### src/rtl/myproject_mac_pkg.sv
// Shared constants and the saturating narrow helper for the MAC pipeline.
package myproject_mac_pkg;

    localparam int SAT_WRAP  = 0;
    localparam int SAT_CLAMP = 1;

    // Clamp a sign-extended value into the signed range of a w-bit word (w <= 64).
    function automatic logic signed [63:0] sat_narrow(input logic signed [63:0] x,
                                                      input int unsigned w);
        logic signed [63:0] hi;
        logic signed [63:0] lo;
        hi = (64'sd1 <<< (w - 1)) - 64'sd1;
        lo = -(64'sd1 <<< (w - 1));
        if (x > hi) begin
            return hi;
        end else if (x < lo) begin
            return lo;
        end
        return x;
    endfunction

endpackage

### src/rtl/myproject_mac_pipe_if.sv
// Beat/result bundle between the feature streams and the MAC pipeline.
interface myproject_mac_pipe_if #(
    parameter int DIN0_WIDTH = 13,
    parameter int DIN1_WIDTH = 16,
    parameter int DOUT_WIDTH = 24
);
    logic                         ce;
    logic                         in_valid;
    logic                         in_first;
    logic                         in_last;
    logic signed [DIN0_WIDTH-1:0] din0;
    logic signed [DIN1_WIDTH-1:0] din1;
    logic                         out_valid;
    logic signed [DOUT_WIDTH-1:0] dout;
    logic                         ovf;

    modport master (
        output ce, in_valid, in_first, in_last, din0, din1,
        input  out_valid, dout, ovf
    );

    modport slave (
        input  ce, in_valid, in_first, in_last, din0, din1,
        output out_valid, dout, ovf
    );
endinterface

### src/rtl/myproject_mac_pipe_mult.sv
// Pipelined signed multiplier with a valid/first/last sideband riding alongside the product.
module myproject_mac_pipe_mult #(
    parameter int DIN0_WIDTH = 13,
    parameter int DIN1_WIDTH = 16,
    parameter int NUM_STAGE  = 3
) (
    input  logic                                    ap_clk,
    input  logic                                    ap_rst,
    input  logic                                    ce_i,
    input  logic                                    valid_i,
    input  logic                                    first_i,
    input  logic                                    last_i,
    input  logic signed [DIN0_WIDTH-1:0]            a_i,
    input  logic signed [DIN1_WIDTH-1:0]            b_i,
    output logic signed [DIN0_WIDTH+DIN1_WIDTH-1:0] p_o,
    output logic                                    valid_o,
    output logic                                    first_o,
    output logic                                    last_o
);
    localparam int P_W = DIN0_WIDTH + DIN1_WIDTH;

    logic signed [P_W-1:0] prod;
    logic signed [P_W-1:0] p_q [NUM_STAGE];
    logic [NUM_STAGE-1:0]  vld_q;
    logic [NUM_STAGE-1:0]  first_q;
    logic [NUM_STAGE-1:0]  last_q;

    assign prod = a_i * b_i;

    // Only the valid chain is reset; product and markers are qualified by it.
    always_ff @(posedge ap_clk) begin
        if (ap_rst) begin
            vld_q <= '0;
        end else if (ce_i) begin
            vld_q[0] <= valid_i;
            for (int i = 1; i < NUM_STAGE; i++) begin
                vld_q[i] <= vld_q[i-1];
            end
        end
    end

    always_ff @(posedge ap_clk) begin
        if (ce_i) begin
            p_q[0]     <= prod;
            first_q[0] <= first_i;
            last_q[0]  <= last_i;
            for (int i = 1; i < NUM_STAGE; i++) begin
                p_q[i]     <= p_q[i-1];
                first_q[i] <= first_q[i-1];
                last_q[i]  <= last_q[i-1];
            end
        end
    end

    assign p_o     = p_q[NUM_STAGE-1];
    assign valid_o = vld_q[NUM_STAGE-1];
    assign first_o = first_q[NUM_STAGE-1];
    assign last_o  = last_q[NUM_STAGE-1];
endmodule

### src/rtl/myproject_mac_pipe.sv
// Grouped signed multiply-accumulate: multiplier pipe, accumulate stage, narrow/output stage.
module myproject_mac_pipe
    import myproject_mac_pkg::*;
#(
    parameter int DIN0_WIDTH = 13,
    parameter int DIN1_WIDTH = 16,
    parameter int DOUT_WIDTH = 24,
    parameter int ACC_WIDTH  = 40,
    parameter int NUM_STAGE  = 3,
    parameter int SAT_MODE   = SAT_WRAP,
    parameter int FRAC_SHIFT = 0
) (
    input  logic               ap_clk,
    input  logic               ap_rst,
    myproject_mac_pipe_if.slave bus
);
    localparam int P_W = DIN0_WIDTH + DIN1_WIDTH;

    logic signed [P_W-1:0]        m_p;
    logic                         m_vld, m_first, m_last;
    logic signed [ACC_WIDTH-1:0]  p_ext, sum, acc_q, acc_d, res_q, shifted;
    logic                         grp_q, grp_d, add_ovf;
    logic                         res_vld_q, res_ovf_q;
    logic signed [63:0]           ext, sat;
    logic                         clamp;
    logic signed [DOUT_WIDTH-1:0] narrow_d, dout_q;
    logic                         out_valid_q, ovf_q;

    myproject_mac_pipe_mult #(
        .DIN0_WIDTH(DIN0_WIDTH),
        .DIN1_WIDTH(DIN1_WIDTH),
        .NUM_STAGE (NUM_STAGE)
    ) u_mult (
        .ap_clk (ap_clk),
        .ap_rst (ap_rst),
        .ce_i   (bus.ce),
        .valid_i(bus.in_valid),
        .first_i(bus.in_first),
        .last_i (bus.in_last),
        .a_i    (bus.din0),
        .b_i    (bus.din1),
        .p_o    (m_p),
        .valid_o(m_vld),
        .first_o(m_first),
        .last_o (m_last)
    );

    // Accumulate stage: overflow is a same-sign add producing a flipped sign.
    always_comb begin
        p_ext   = ACC_WIDTH'(m_p);
        sum     = acc_q + p_ext;
        add_ovf = (acc_q[ACC_WIDTH-1] == p_ext[ACC_WIDTH-1]) &&
                  (sum[ACC_WIDTH-1] != acc_q[ACC_WIDTH-1]);
        acc_d   = m_first ? p_ext : sum;
        grp_d   = m_first ? 1'b0 : (grp_q | add_ovf);
    end

    always_ff @(posedge ap_clk) begin
        if (ap_rst) begin
            acc_q     <= '0;
            grp_q     <= 1'b0;
            res_vld_q <= 1'b0;
        end else if (bus.ce) begin
            res_vld_q <= m_vld && m_last;
            if (m_vld) begin
                acc_q <= m_last ? '0 : acc_d;
                grp_q <= m_last ? 1'b0 : grp_d;
            end
        end
    end

    always_ff @(posedge ap_clk) begin
        if (bus.ce && m_vld && m_last) begin
            res_q     <= acc_d;
            res_ovf_q <= grp_d;
        end
    end

    // Output stage: narrowing is kept off the accumulator add path.
    always_comb begin
        shifted  = res_q >>> FRAC_SHIFT;
        ext      = 64'(shifted);
        sat      = sat_narrow(ext, DOUT_WIDTH);
        clamp    = (SAT_MODE == SAT_CLAMP) && (sat != ext);
        narrow_d = (SAT_MODE == SAT_CLAMP) ? DOUT_WIDTH'(sat) : DOUT_WIDTH'(ext);
    end

    always_ff @(posedge ap_clk) begin
        if (ap_rst) begin
            out_valid_q <= 1'b0;
            dout_q      <= '0;
            ovf_q       <= 1'b0;
        end else if (bus.ce) begin
            out_valid_q <= res_vld_q;
            if (res_vld_q) begin
                dout_q <= narrow_d;
                ovf_q  <= res_ovf_q | clamp;
            end
        end
    end

    assign bus.out_valid = out_valid_q;
    assign bus.dout      = dout_q;
    assign bus.ovf       = ovf_q;
endmodule

### src/flat_wrapper.sv
// flat-port wrapper written by rule: the top's interface ports become plain ports
module myproject_mac_pipe_flat import myproject_mac_pkg::*;
#(
    parameter int DIN0_WIDTH = 13,
    parameter int DIN1_WIDTH = 16,
    parameter int DOUT_WIDTH = 24,
    parameter int ACC_WIDTH  = 40,
    parameter int NUM_STAGE  = 3,
    parameter int SAT_MODE   = SAT_WRAP,
    parameter int FRAC_SHIFT = 0
)
  (ap_clk, ap_rst, bus_ce, bus_in_valid, bus_in_first, bus_in_last, bus_din0, bus_din1, bus_out_valid, bus_dout, bus_ovf);
  myproject_mac_pipe_if #(.DIN0_WIDTH(DIN0_WIDTH), .DIN1_WIDTH(DIN1_WIDTH), .DOUT_WIDTH(DOUT_WIDTH)) bus_i ();
  input  logic ap_clk;
  input  logic ap_rst;
  input wire logic [$bits(bus_i.ce)-1:0] bus_ce;
  input wire logic [$bits(bus_i.in_valid)-1:0] bus_in_valid;
  input wire logic [$bits(bus_i.in_first)-1:0] bus_in_first;
  input wire logic [$bits(bus_i.in_last)-1:0] bus_in_last;
  input wire logic [$bits(bus_i.din0)-1:0] bus_din0;
  input wire logic [$bits(bus_i.din1)-1:0] bus_din1;
  output wire logic [$bits(bus_i.out_valid)-1:0] bus_out_valid;
  output wire logic [$bits(bus_i.dout)-1:0] bus_dout;
  output wire logic [$bits(bus_i.ovf)-1:0] bus_ovf;
  assign bus_i.ce = bus_ce;
  assign bus_i.in_valid = bus_in_valid;
  assign bus_i.in_first = bus_in_first;
  assign bus_i.in_last = bus_in_last;
  assign bus_i.din0 = bus_din0;
  assign bus_i.din1 = bus_din1;
  assign bus_out_valid = bus_i.out_valid;
  assign bus_dout = bus_i.dout;
  assign bus_ovf = bus_i.ovf;
  myproject_mac_pipe #(.DIN0_WIDTH(DIN0_WIDTH), .DIN1_WIDTH(DIN1_WIDTH), .DOUT_WIDTH(DOUT_WIDTH), .ACC_WIDTH(ACC_WIDTH), .NUM_STAGE(NUM_STAGE), .SAT_MODE(SAT_MODE), .FRAC_SHIFT(FRAC_SHIFT)) u_core (.ap_clk(ap_clk), .ap_rst(ap_rst), .bus(bus_i));
endmodule
### config.mk
export PLATFORM = sky130hd
export DESIGN_NAME = myproject_mac_pipe_flat
export DESIGN_NICKNAME = d
export VERILOG_FILES = /design/src/rtl/myproject_mac_pkg.sv /design/src/rtl/myproject_mac_pipe_if.sv /design/src/rtl/myproject_mac_pipe_mult.sv /design/src/rtl/myproject_mac_pipe.sv /design/src/flat_wrapper.sv
export SDC_FILE = /design/constraint.sdc
export NUM_CORES = 1
export LEC_CHECK = 0
export CAP_MARGIN = 15
export CORE_UTILIZATION = 55
export CTS_CLUSTER_SIZE = 30
export DETAILED_ROUTE_END_ITERATION = 8
export GPL_ROUTABILITY_DRIVEN = 0
export MAX_ROUTING_LAYER = met4
export PLACE_DENSITY = 0.79
export SLEW_MARGIN = 10
export SYNTH_ARGS = -nofsm -noshare
export SYNTH_HDL_FRONTEND = slang
export SYNTH_SLANG_ARGS = --single-unit
### constraint.sdc
create_clock -name ap_clk -period 8.3 [get_ports ap_clk]
set_input_delay 1.66 -clock ap_clk [delete_from_list [all_inputs] [get_ports ap_clk]]
set_output_delay 1.66 -clock ap_clk [all_outputs]
set_load 0.01 [all_outputs]
==> flow_metrics.py, run 1 <==
metrics = {
    "clock_tree": {
        "cts_num_sinks": 189,
        "path_clk_slew_ns": 0.07,
        "postCtsResizedCells": 0,
        "ctsHoldBuffers": 0,
        "cts_max_level": 4,
        "worst_skew_pair.late_latency_ns": 0.45,
        "clock_tree.root_cell": "sky130_fd_sc_hd__clkbuf_16",
        "cts_tree": "done",
        "cts_setup_buffers": 0,
        "cts-buffers-inserted": 17,
        "clk_path_buf_depth": 2,
    },
    "power": {
        "cellLeakagePower_nw": 7.66,
        "power_density_nw_per_um2": 366,
        "worst_ir_drop_vdd_mv": 0.292,
    },
    "critical_path": {
        "timing.setup.critical_path_class": "in -> reg",
        "cp.required_ns": 8.50,
        "worstPathArrival_ns": 7.73,
        "critPathMaxStageDelay_ns": 0.67,
        "worst-r2r-setup-slack_ns": 4.29,
        "timing.rr.end": "u_core.res_ovf_q",
        "timing.critical_path.mode_cell": "sky130_fd_sc_hd__fa_1",
        "cp-start-kind": "primary input",
        "crit-reg2reg-launch": "u_core.u_mult.p_q[0][86]",
        "worst_path_dominant_cell_family": "adder cells",
        "worstPathCellList": "clkdlybuf4s50_1 -> and2_1 -> fa_1 -> inv_1 -> fa_1 -> fa_1 -> fa_1 -> fa_1 -> inv_1 -> ha_1 -> ha_1 -> o21a_1 -> o31a_1 -> o211ai_1 -> a21oi_1 -> o311ai_1 -> a21o_1 -> a21oi_1 -> or3b_1 -> and3_1",
        "end_kind": "flop",
        "cp.buffers_inverters": 3,
        "critical_path.max_fanout": 16,
        "r2r_cells": 10,
        "cp_slowest_cell": "sky130_fd_sc_hd__clkdlybuf4s50_1",
    },
    "outcome": {
        "outcome": "complete, no violations",
    },
    "hold_path": {
        "min_from": "u_core.u_mult.p_q[0][57]",
        "worst_hold_path.num_cells": 0,
        "timing.hold.worst_endpoint": "u_core.u_mult.p_q[0][86]",
        "worstHoldPathType": "reg -> reg",
    },
    "synthesis": {
        "number_of_enable_flip_flop_cells_after_synthesis": 118,
        "synth_async_sr_flop_share_pct": 0,
        "synth_cells": 1587,
        "synth_fp_nets": 1930,
        "synthesis.yosys.warnings": 0,
        "synth_top_flop_cell": "sky130_fd_sc_hd__edfxtp_1",
        "yosysUniqueCellTypes": 64,
        "ff_latch_count_synth": 189,
        "netlist_area_um2": 15900,
        "post_synth.cell_area_avg_um2": 10.0,
        "synth_sequential_area_ratio_pct": 31.2,
    },
    "floorplan": {
        "ioPinCount": 61,
        "initial_utilization_pct": 56.6,
        "die-area_um2": 29600,
        "floorplan.core_area_um2": 28200,
        "die_width_um": 172,
        "number_of_cell_rows": 61,
        "floorplan.die.height_um": 172,
    },
    "cells_and_area": {
        "layoutNonFillerInstCount": 2016,
        "flow.area_growth_from_synthesis_pct": 10.1,
        "layout_cells_sized_above_1_pct": 4.33,
        "insertedDiodeCount": 0,
        "nNetsFinal": 1968,
        "final.fill_count": 2192,
    },
    "sta": {
        "timing.final.setup_violations": 0,
        "worst_slew_pin_slew_ns": 0.972,
        "slew_headroom_pct": 35.2,
        "hold_ws_ns": 0.416,
        "layout_min_cycle_time_ns": 7.52,
        "skew_ns": 0.0124,
        "grt_setup_unrepaired": "no",
        "max_slew_vio_count": 0,
        "postLayoutSetupSlackWorst_ns": 0.776,
        "max_freq_mhz": 133,
        "timing.final.crit_share_pct": 90.6,
        "hold_viol": 0,
        "tns_ns": 0,
    },
    "run": {
        "number_of_max_cap_violations": 0,
    },
    "detailed_routing": {
        "drtIter0Drc": 585,
        "dr_total_vias": 11071,
        "first_pass_iters": 5,
        "post_drt_via_cell_ratio": 5.49,
        "postRouteAntennaNets": 0,
        "drcViolationCount": 0,
        "drt-wirelength-per-cell_um": 15.6,
        "totalWireLength_um": 31500,
    },
    "global_route": {
        "largest_net_degree_at_the_start_of_global_routing": 87,
        "globalRouteOverflowTotal": 0,
        "grt_use_total_pct": 23.6,
        "first_global_vias": 11343,
        "grt_first_pass_wirelength_um": 53400,
        "antenna_found_initial": 0,
    },
    "placement": {
        "placement.io_buffers": 60,
        "dpl.hpwl_um": 24900,
        "place_inst": 1984,
        "dpl_worst_slack_ns": 0.344,
    },
}
[cells in the mapped netlist (all sizes together), types with 5 or more instances]
cell type | count | share of area, %
a211oi | 8 | 0.38
a21o | 21 | 0.99
a21oi | 94 | 3.0
a22oi | 26 | 1.2
a31oi | 8 | 0.31
and2 | 95 | 3.7
and3 | 5 | 0.20
clkbuf | 59 | 1.4
dfxtp | 71 | 8.9
edfxtp | 118 | 22
fa | 196 | 25
ha | 112 | 8.8
inv | 207 | 4.9
mux2i | 9 | 0.57
nand2 | 226 | 5.3
nand2b | 9 | 0.40
nand3 | 8 | 0.25
nand4 | 6 | 0.24
nor2 | 72 | 1.7
nor2b | 19 | 0.75
nor3 | 14 | 0.44
o211ai | 6 | 0.28
o21a | 10 | 0.47
o21ai | 59 | 1.9
o21bai | 6 | 0.28
o31ai | 6 | 0.28
or3 | 9 | 0.35
xnor2 | 35 | 1.9
xor2 | 23 | 1.3
[where the power goes]
group | switching [mW] | leakage (nW) | internal, mW
clock | 0.385 | 0.294 | 0.435
sequential | 0.0492 | 1.71 | 1.41
combinational | 2.23 | 5.65 | 1.91
total | 2.67 | 7.66 | 3.75
[registers in the layout (all words and copies together) (netlist names)]
signal and count:
u_core.bus.out_valid 1, u_core.bus.ovf 1, u_core.grp_q 1, u_core.bus.dout 24, u_core.u_mult.vld_q 3, u_core.acc_q 40, u_core.u_mult.last_q 3, u_core.u_mult.p_q 87
u_core.res_vld_q 1, u_core.res_ovf_q 1, u_core.u_mult.first_q 3, u_core.res_q 24
[placed cells by master, fill, tap and decap left out, types with 58 or more instances in the layout]
| cell type | Yosys | routed |
|---|---|---|
| sky130_fd_sc_hd__inv_1 | 207 | 207 |
| sky130_fd_sc_hd__nor2_1 | 71 | 71 |
| sky130_fd_sc_hd__a21oi_1 | 93 | 93 |
| sky130_fd_sc_hd__clkdlybuf4s50_1 | 0 | 58 |
| sky130_fd_sc_hd__fa_1 | 196 | 196 |
| sky130_fd_sc_hd__dfxtp_1 | 71 | 71 |
| sky130_fd_sc_hd__nand2_1 | 226 | 226 |
| sky130_fd_sc_hd__ha_1 | 112 | 112 |
| sky130_fd_sc_hd__and2_1 | 95 | 95 |
| sky130_fd_sc_hd__edfxtp_1 | 118 | 118 |
[worst max-delay path by stage]
stage	start	endpoint	slack, ns	depth (start not counted)
detailed placement	bus_din0[1]	u_core.u_mult.p_q[0][26]	0.34	20
finish	bus_din0[1]	u_core.u_mult.p_q[0][27]	0.78	20
global placement	bus_din0[1]	u_core.u_mult.p_q[0][26]	0.41	20
CTS	bus_din0[1]	u_core.u_mult.p_q[0][26]	0.80	20
global route	bus_din0[1]	u_core.u_mult.p_q[0][27]	0.46	20
floorplan	bus_din1[15]	u_core.u_mult.p_q[0][27]	1.29	19
[cells by family after synthesis]
family,count (synthesis),share of synthesized area (%)
xor+xnor,58,3.19
buf+inv,269,6.34
fa+ha+maj,308,33.4
compound gates,273,11.0
simple gates,478,14.1
flops,189,31.2
mux,12,0.778
[through the flow]
step           power (mW)  utilization, %  instance area (µm²)
5_1_grt              7.12            62.3                17500
4_1_cts              6.50            62.2                17500
2_1_floorplan        4.75               -                15900
3_5_place_dp         5.63            60.1                16900
3_3_place_gp         5.43            60.1                16900
6_report             6.42            62.3                17500
[metal layers]
metal / GRT usage [%] / up-vias / wire [µm]
met5: - / - / 0
met4: 7.00 / 0 / 541
met1: 29.3 / 5401 / 13900
met3: 2.95 / 40 / 1560
met2: 40.3 / 318 / 15600
li1: - / 5312 / -
[cell type report]
cell class	count	area, µm²	area share (%)
clock buffers	17	425	2.43
well taps	378	473	2.70
inverters	207	777	4.43
repair buffers	81	751	4.28
multi-input cells	1129	9950	56.8
flip-flops and latches	189	4960	28.3
clock inverters	15	188	1.07
No activity file was read; power rests on OpenSTA's default activity.
==> inputs of run 2 (changes only) <==
- PLACE_DENSITY: 0.79 -> 0.73
==> run 2 against run 1 <==
Cell area is 0.21% higher; utilization is 0.13 points higher; clock power barely moved; total power down 0.34%; global-route usage rose by 0.54 points; critical path depth unchanged; clock skew grew 0.00091 ns; critical path type unchanged; critical endpoint unchanged.
==> flow_metrics.py, run 2 (same netlist as run 1, synthesis figures left out) <==
metrics = {
    "clock_tree": {
        "worst_skew_pair.late_latency_ns": 0.44,
        "cts_max_level": 4,
        "clock_tree.root_cell": "sky130_fd_sc_hd__clkbuf_16",
        "cts_setup_buffers": 0,
        "cts-buffers-inserted": 17,
        "cts_tree": "done",
        "clk_path_buf_depth": 2,
        "postCtsResizedCells": 0,
        "path_clk_slew_ns": 0.08,
        "ctsHoldBuffers": 0,
        "cts_num_sinks": 189,
    },
    "critical_path": {
        "timing.setup.critical_path_class": "in -> reg",
        "timing.rr.end": "u_core.res_ovf_q",
        "critical_path.max_fanout": 16,
        "worst-r2r-setup-slack_ns": 4.18,
        "end_kind": "flop",
        "crit-reg2reg-launch": "u_core.u_mult.p_q[0][86]",
        "cp.required_ns": 8.49,
        "cp-start-kind": "primary input",
        "worstPathArrival_ns": 7.79,
        "r2r_cells": 10,
    },
    "hold_path": {
        "timing.hold.worst_endpoint": "u_core.u_mult.p_q[0][68]",
        "min_from": "u_core.u_mult.p_q[0][39]",
        "worstHoldPathType": "reg -> reg",
        "worst_hold_path.num_cells": 0,
    },
    "placement": {
        "placement.io_buffers": 60,
        "dpl_worst_slack_ns": 0.250,
        "placedInstanceArea_um2": 16900,
        "place_inst": 1985,
        "dpl.hpwl_um": 24900,
    },
    "cells_and_area": {
        "max_flop_register": "u_core.u_mult.p_q",
        "final_cell_mix": "sky130_fd_sc_hd__nand2_1 (226), sky130_fd_sc_hd__inv_1 (207), sky130_fd_sc_hd__fa_1 (196)",
        "seqCellArea_um2": 4960,
        "multi_input_comb_area_um2": 9950,
        "flow.area_growth_from_synthesis_pct": 10.3,
        "postLayoutCoreUtil_pct": 62.4,
        "layout_cells_sized_above_1_pct": 4.39,
        "nNetsFinal": 1970,
        "mostFrequentLayoutCell": "sky130_fd_sc_hd__nand2_1",
        "layoutNonFillerInstCount": 2018,
        "largest_register_ff_count": 87,
        "final_cell_area_excluding_filler_cells_um2": 17600,
        "biggestRegsByFlops": "u_core.u_mult.p_q: 87 flops, u_core.acc_q: 40 flops",
        "insertedDiodeCount": 0,
        "final.fill_count": 2256,
    },
    "detailed_routing": {
        "post_drt_via_cell_ratio": 5.50,
        "drt-wirelength-per-cell_um": 15.8,
        "dr_total_vias": 11090,
        "postRouteAntennaNets": 0,
        "first_pass_iters": 5,
        "drtIter0Drc": 675,
        "drcViolationCount": 0,
        "totalWireLength_um": 31900,
    },
    "power": {
        "worst_ir_drop_vdd_mv": 0.326,
        "cellLeakagePower_nw": 7.68,
        "design_power_total_mw": 6.40,
        "power_density_nw_per_um2": 364,
    },
    "floorplan": {
        "floorplan.core_area_um2": 28200,
        "initial_utilization_pct": 56.6,
        "die-area_um2": 29600,
        "ioPinCount": 61,
        "die_width_um": 172,
        "number_of_cell_rows": 61,
        "floorplan.die.height_um": 172,
    },
    "sta": {
        "hold_viol": 0,
        "layout_min_cycle_time_ns": 7.60,
        "timing.final.setup_violations": 0,
        "hold_ws_ns": 0.414,
        "slew_headroom_pct": 25.1,
        "max_slew_vio_count": 0,
        "grt_setup_unrepaired": "no",
        "postLayoutSetupSlackWorst_ns": 0.701,
        "tns_ns": 0,
        "timing.final.crit_share_pct": 91.6,
        "skew_ns": 0.0133,
        "max_freq_mhz": 132,
        "worst_slew_pin_slew_ns": 1.12,
    },
    "global_route": {
        "first_global_vias": 11561,
        "largest_net_degree_at_the_start_of_global_routing": 92,
        "grt_use_total_pct": 24.1,
        "globalRouteOverflowTotal": 0,
        "grt_first_pass_wirelength_um": 54900,
        "antenna_found_initial": 0,
    },
    "run": {
        "number_of_max_cap_violations": 0,
    },
    "outcome": {
        "outcome": "complete, no violations",
    },
}
-- run 2: cell types whose count changed in the layout (fill, tap and decap cells not counted), sizes merged --
| cell | delta |
|---|---|
| buf | +2 |
| clkinv | +5 |
| clkinvlp | -2 |
| inv | -2 |
| bufinv | -1 |
-- run 2: worst max path at each step --
| stage | from | endpoint | slack, ns | cells past startpoint |
|---|---|---|---|---|
| floorplan | bus_din1[15] | u_core.u_mult.p_q[0][27] | 1.29 | 19 |
| global placement | bus_din0[1] | u_core.u_mult.p_q[0][26] | 0.35 | 20 |
| detailed placement | bus_din0[1] | u_core.u_mult.p_q[0][26] | 0.25 | 20 |
| CTS | bus_din0[1] | u_core.u_mult.p_q[0][26] | 0.72 | 20 |
| global route | bus_din0[1] | u_core.u_mult.p_q[0][26] | 0.37 | 20 |
| finish | bus_din0[1] | u_core.u_mult.p_q[0][27] | 0.70 | 20 |
-- run 2: critical path: stages --
cell and delay [ns]:
sky130_fd_sc_hd__clkdlybuf4s50_1 0.67, sky130_fd_sc_hd__and2_1 0.29, sky130_fd_sc_hd__fa_1 0.54, sky130_fd_sc_hd__inv_1 0.05, sky130_fd_sc_hd__fa_1 0.46, sky130_fd_sc_hd__fa_1 0.52, sky130_fd_sc_hd__fa_1 0.51, sky130_fd_sc_hd__fa_1 0.49
sky130_fd_sc_hd__inv_1 0.04, sky130_fd_sc_hd__ha_1 0.26, sky130_fd_sc_hd__ha_1 0.33, sky130_fd_sc_hd__o21a_1 0.20, sky130_fd_sc_hd__o31a_1 0.12, sky130_fd_sc_hd__o211ai_1 0.23, sky130_fd_sc_hd__a21oi_1 0.12, sky130_fd_sc_hd__o311ai_1 0.41
sky130_fd_sc_hd__a21o_1 0.23, sky130_fd_sc_hd__a21oi_1 0.13, sky130_fd_sc_hd__or3b_1 0.37, sky130_fd_sc_hd__and3_1 0.17
-- run 2: layer usage --
| metal | part of all wire [%] | global-route usage [%] | up-vias |
|---|---|---|---|
| li1 | - | - | 5319 |
| met1 | 45 | 30.8 | 5375 |
| met3 | 5.2 | 3.73 | 47 |
| met2 | 48 | 40.0 | 349 |
| met5 | 0 | - | - |
| met4 | 1.8 | 6.73 | 0 |
-- run 2: where the power goes --
part / switching, mW / internal [mW]
sequential: 0.0448 / 1.40
combinational: 2.21 / 1.91
clock: 0.406 / 0.417
-- run 2: layout make-up --
class / instances / share of cell area, %
Clock buffer: 17 / 2.42
Clock inverter: 15 / 1.16
Inverter: 207 / 4.42
Multi-Input combinational cell: 1129 / 56.6
Sequential cell: 189 / 28.3
Tap cell: 378 / 2.69
Timing Repair Buffer: 83 / 4.40
==> inputs of run 3 (changes only) <==
- CAP_MARGIN: 15 -> 5
==> run 3 against run 2 <==
Clock skew up 0.0031 ns; die area unchanged; clock power about the same; worst setup slack worse by 0.015 ns; global-route usage unchanged; critical endpoint unchanged.
==> flow_metrics.py, run 3 (same netlist as run 1, synthesis figures left out) <==
metrics = {
    "critical_path": {
        "worstPathArrival_ns": 7.80,
        "cp.required_ns": 8.48,
        "worst_setup_path_startpoint": "bus_din0[1]",
        "cp-start-kind": "primary input",
        "r2r_cells": 10,
        "critical_path.max_fanout": 16,
        "end_kind": "flop",
        "crit-reg2reg-launch": "u_core.u_mult.p_q[0][86]",
        "timing.setup.critical_path_class": "in -> reg",
    },
    "clock_tree": {
        "postCtsResizedCells": 0,
        "cts-buffers-inserted": 17,
        "ctsHoldBuffers": 0,
        "cts_tree": "done",
        "clock_tree.root_cell": "sky130_fd_sc_hd__clkbuf_16",
        "clk_path_buf_depth": 2,
        "worst_skew_pair.late_latency_ns": 0.44,
        "cts_num_sinks": 189,
        "cts_setup_buffers": 0,
        "cts_max_level": 4,
        "path_clk_slew_ns": 0.08,
    },
    "cells_and_area": {
        "final_cell_area_excluding_filler_cells_um2": 17600,
        "seqCellArea_um2": 4960,
        "biggestRegsByFlops": "u_core.u_mult.p_q: 87 flops, u_core.acc_q: 40 flops",
        "multi_input_comb_area_um2": 9950,
        "flow.area_growth_from_synthesis_pct": 10.2,
        "largest_register_ff_count": 87,
        "final.fill_count": 2259,
        "layout_cells_sized_above_1_pct": 4.33,
        "nNetsFinal": 1969,
        "postLayoutCoreUtil_pct": 62.3,
        "mostFrequentLayoutCell": "sky130_fd_sc_hd__nand2_1",
        "insertedDiodeCount": 0,
        "layoutNonFillerInstCount": 2017,
        "final_cell_mix": "sky130_fd_sc_hd__nand2_1 (226), sky130_fd_sc_hd__inv_1 (207), sky130_fd_sc_hd__fa_1 (196)",
        "max_flop_register": "u_core.u_mult.p_q",
    },
    "power": {
        "worst_ir_drop_vdd_mv": 0.326,
        "power_density_nw_per_um2": 364,
        "cellLeakagePower_nw": 7.67,
        "design_power_total_mw": 6.40,
    },
    "sta": {
        "tns_ns": 0,
        "postLayoutSetupSlackWorst_ns": 0.686,
        "max_freq_mhz": 131,
        "worst_slew_pin_slew_ns": 1.15,
        "timing.final.setup_violations": 0,
        "slew_headroom_pct": 23.2,
        "max_slew_vio_count": 0,
        "skew_ns": 0.0165,
        "timing.final.crit_share_pct": 91.7,
        "hold_viol": 0,
        "layout_min_cycle_time_ns": 7.61,
        "hold_ws_ns": 0.414,
        "grt_setup_unrepaired": "no",
    },
    "placement": {
        "place_inst": 1985,
        "dpl.hpwl_um": 24900,
        "placement.io_buffers": 60,
        "dpl_worst_slack_ns": 0.250,
        "placedInstanceArea_um2": 16900,
    },
    "floorplan": {
        "die_width_um": 172,
        "initial_utilization_pct": 56.6,
        "floorplan.die.height_um": 172,
        "floorplan.core_area_um2": 28200,
        "number_of_cell_rows": 61,
        "die-area_um2": 29600,
        "ioPinCount": 61,
    },
    "global_route": {
        "first_global_vias": 11561,
        "globalRouteOverflowTotal": 0,
        "grt_first_pass_wirelength_um": 54900,
        "antenna_found_initial": 0,
        "largest_net_degree_at_the_start_of_global_routing": 92,
        "grt_use_total_pct": 24.1,
    },
    "detailed_routing": {
        "drcViolationCount": 0,
        "drtIter0Drc": 675,
        "totalWireLength_um": 31900,
        "post_drt_via_cell_ratio": 5.49,
        "postRouteAntennaNets": 0,
        "drt-wirelength-per-cell_um": 15.8,
        "dr_total_vias": 11083,
        "first_pass_iters": 5,
    },
    "hold_path": {
        "worstHoldPathType": "reg -> reg",
        "worst_hold_path.num_cells": 0,
        "min_from": "u_core.u_mult.p_q[0][39]",
    },
    "outcome": {
        "outcome": "complete, no violations",
    },
    "run": {
        "number_of_max_cap_violations": 0,
    },
}
## run 3: cell type report
cell class | instances | share of cell area [%]
Clock inverter | 15 | 1.16
Tap cell | 378 | 2.69
Sequential cell | 189 | 28.3
Inverter | 207 | 4.43
Multi-Input combinational cell | 1129 | 56.7
Timing Repair Buffer | 82 | 4.32
Clock buffer | 17 | 2.42
## run 3: worst paths after layout
check	to	slack, ns
max reg2reg	u_core.res_ovf_q	4.15
min reg2reg	u_core.u_mult.p_q[0][68]	0.41
max	u_core.u_mult.p_q[0][27]	0.69
min	u_core.u_mult.p_q[0][68]	0.41
## run 3: critical path, cell delays in order
cell and delay (ns):
sky130_fd_sc_hd__clkdlybuf4s50_1 0.68, sky130_fd_sc_hd__and2_1 0.29, sky130_fd_sc_hd__fa_1 0.54, sky130_fd_sc_hd__inv_1 0.05
sky130_fd_sc_hd__fa_1 0.46, sky130_fd_sc_hd__fa_1 0.52, sky130_fd_sc_hd__fa_1 0.51, sky130_fd_sc_hd__fa_1 0.49
sky130_fd_sc_hd__inv_1 0.04, sky130_fd_sc_hd__ha_1 0.26, sky130_fd_sc_hd__ha_1 0.33, sky130_fd_sc_hd__o21a_1 0.20
sky130_fd_sc_hd__o31a_1 0.12, sky130_fd_sc_hd__o211ai_1 0.23, sky130_fd_sc_hd__a21oi_1 0.12, sky130_fd_sc_hd__o311ai_1 0.41
sky130_fd_sc_hd__a21o_1 0.23, sky130_fd_sc_hd__a21oi_1 0.13, sky130_fd_sc_hd__or3b_1 0.37, sky130_fd_sc_hd__and3_1 0.17
## run 3: per-layer routing
layer  track usage, %  share of wire [%]  vias to the layer above
li1                 -                  -                     5318
met1             30.8                 45                     5428
met2             40.0                 49                      302
met3             3.73                4.8                       35
met4             6.73                1.5                        0
met5                -                  0                        -
## run 3: report_power, final
part           leakage [nW]  total, mW  switching [mW]  internal, mW
Sequential             1.71       1.45          0.0448          1.40
Clock                 0.304      0.821           0.404         0.417
Combinational          5.66       4.13            2.21          1.91
Total                  7.67       6.40            2.66          3.73
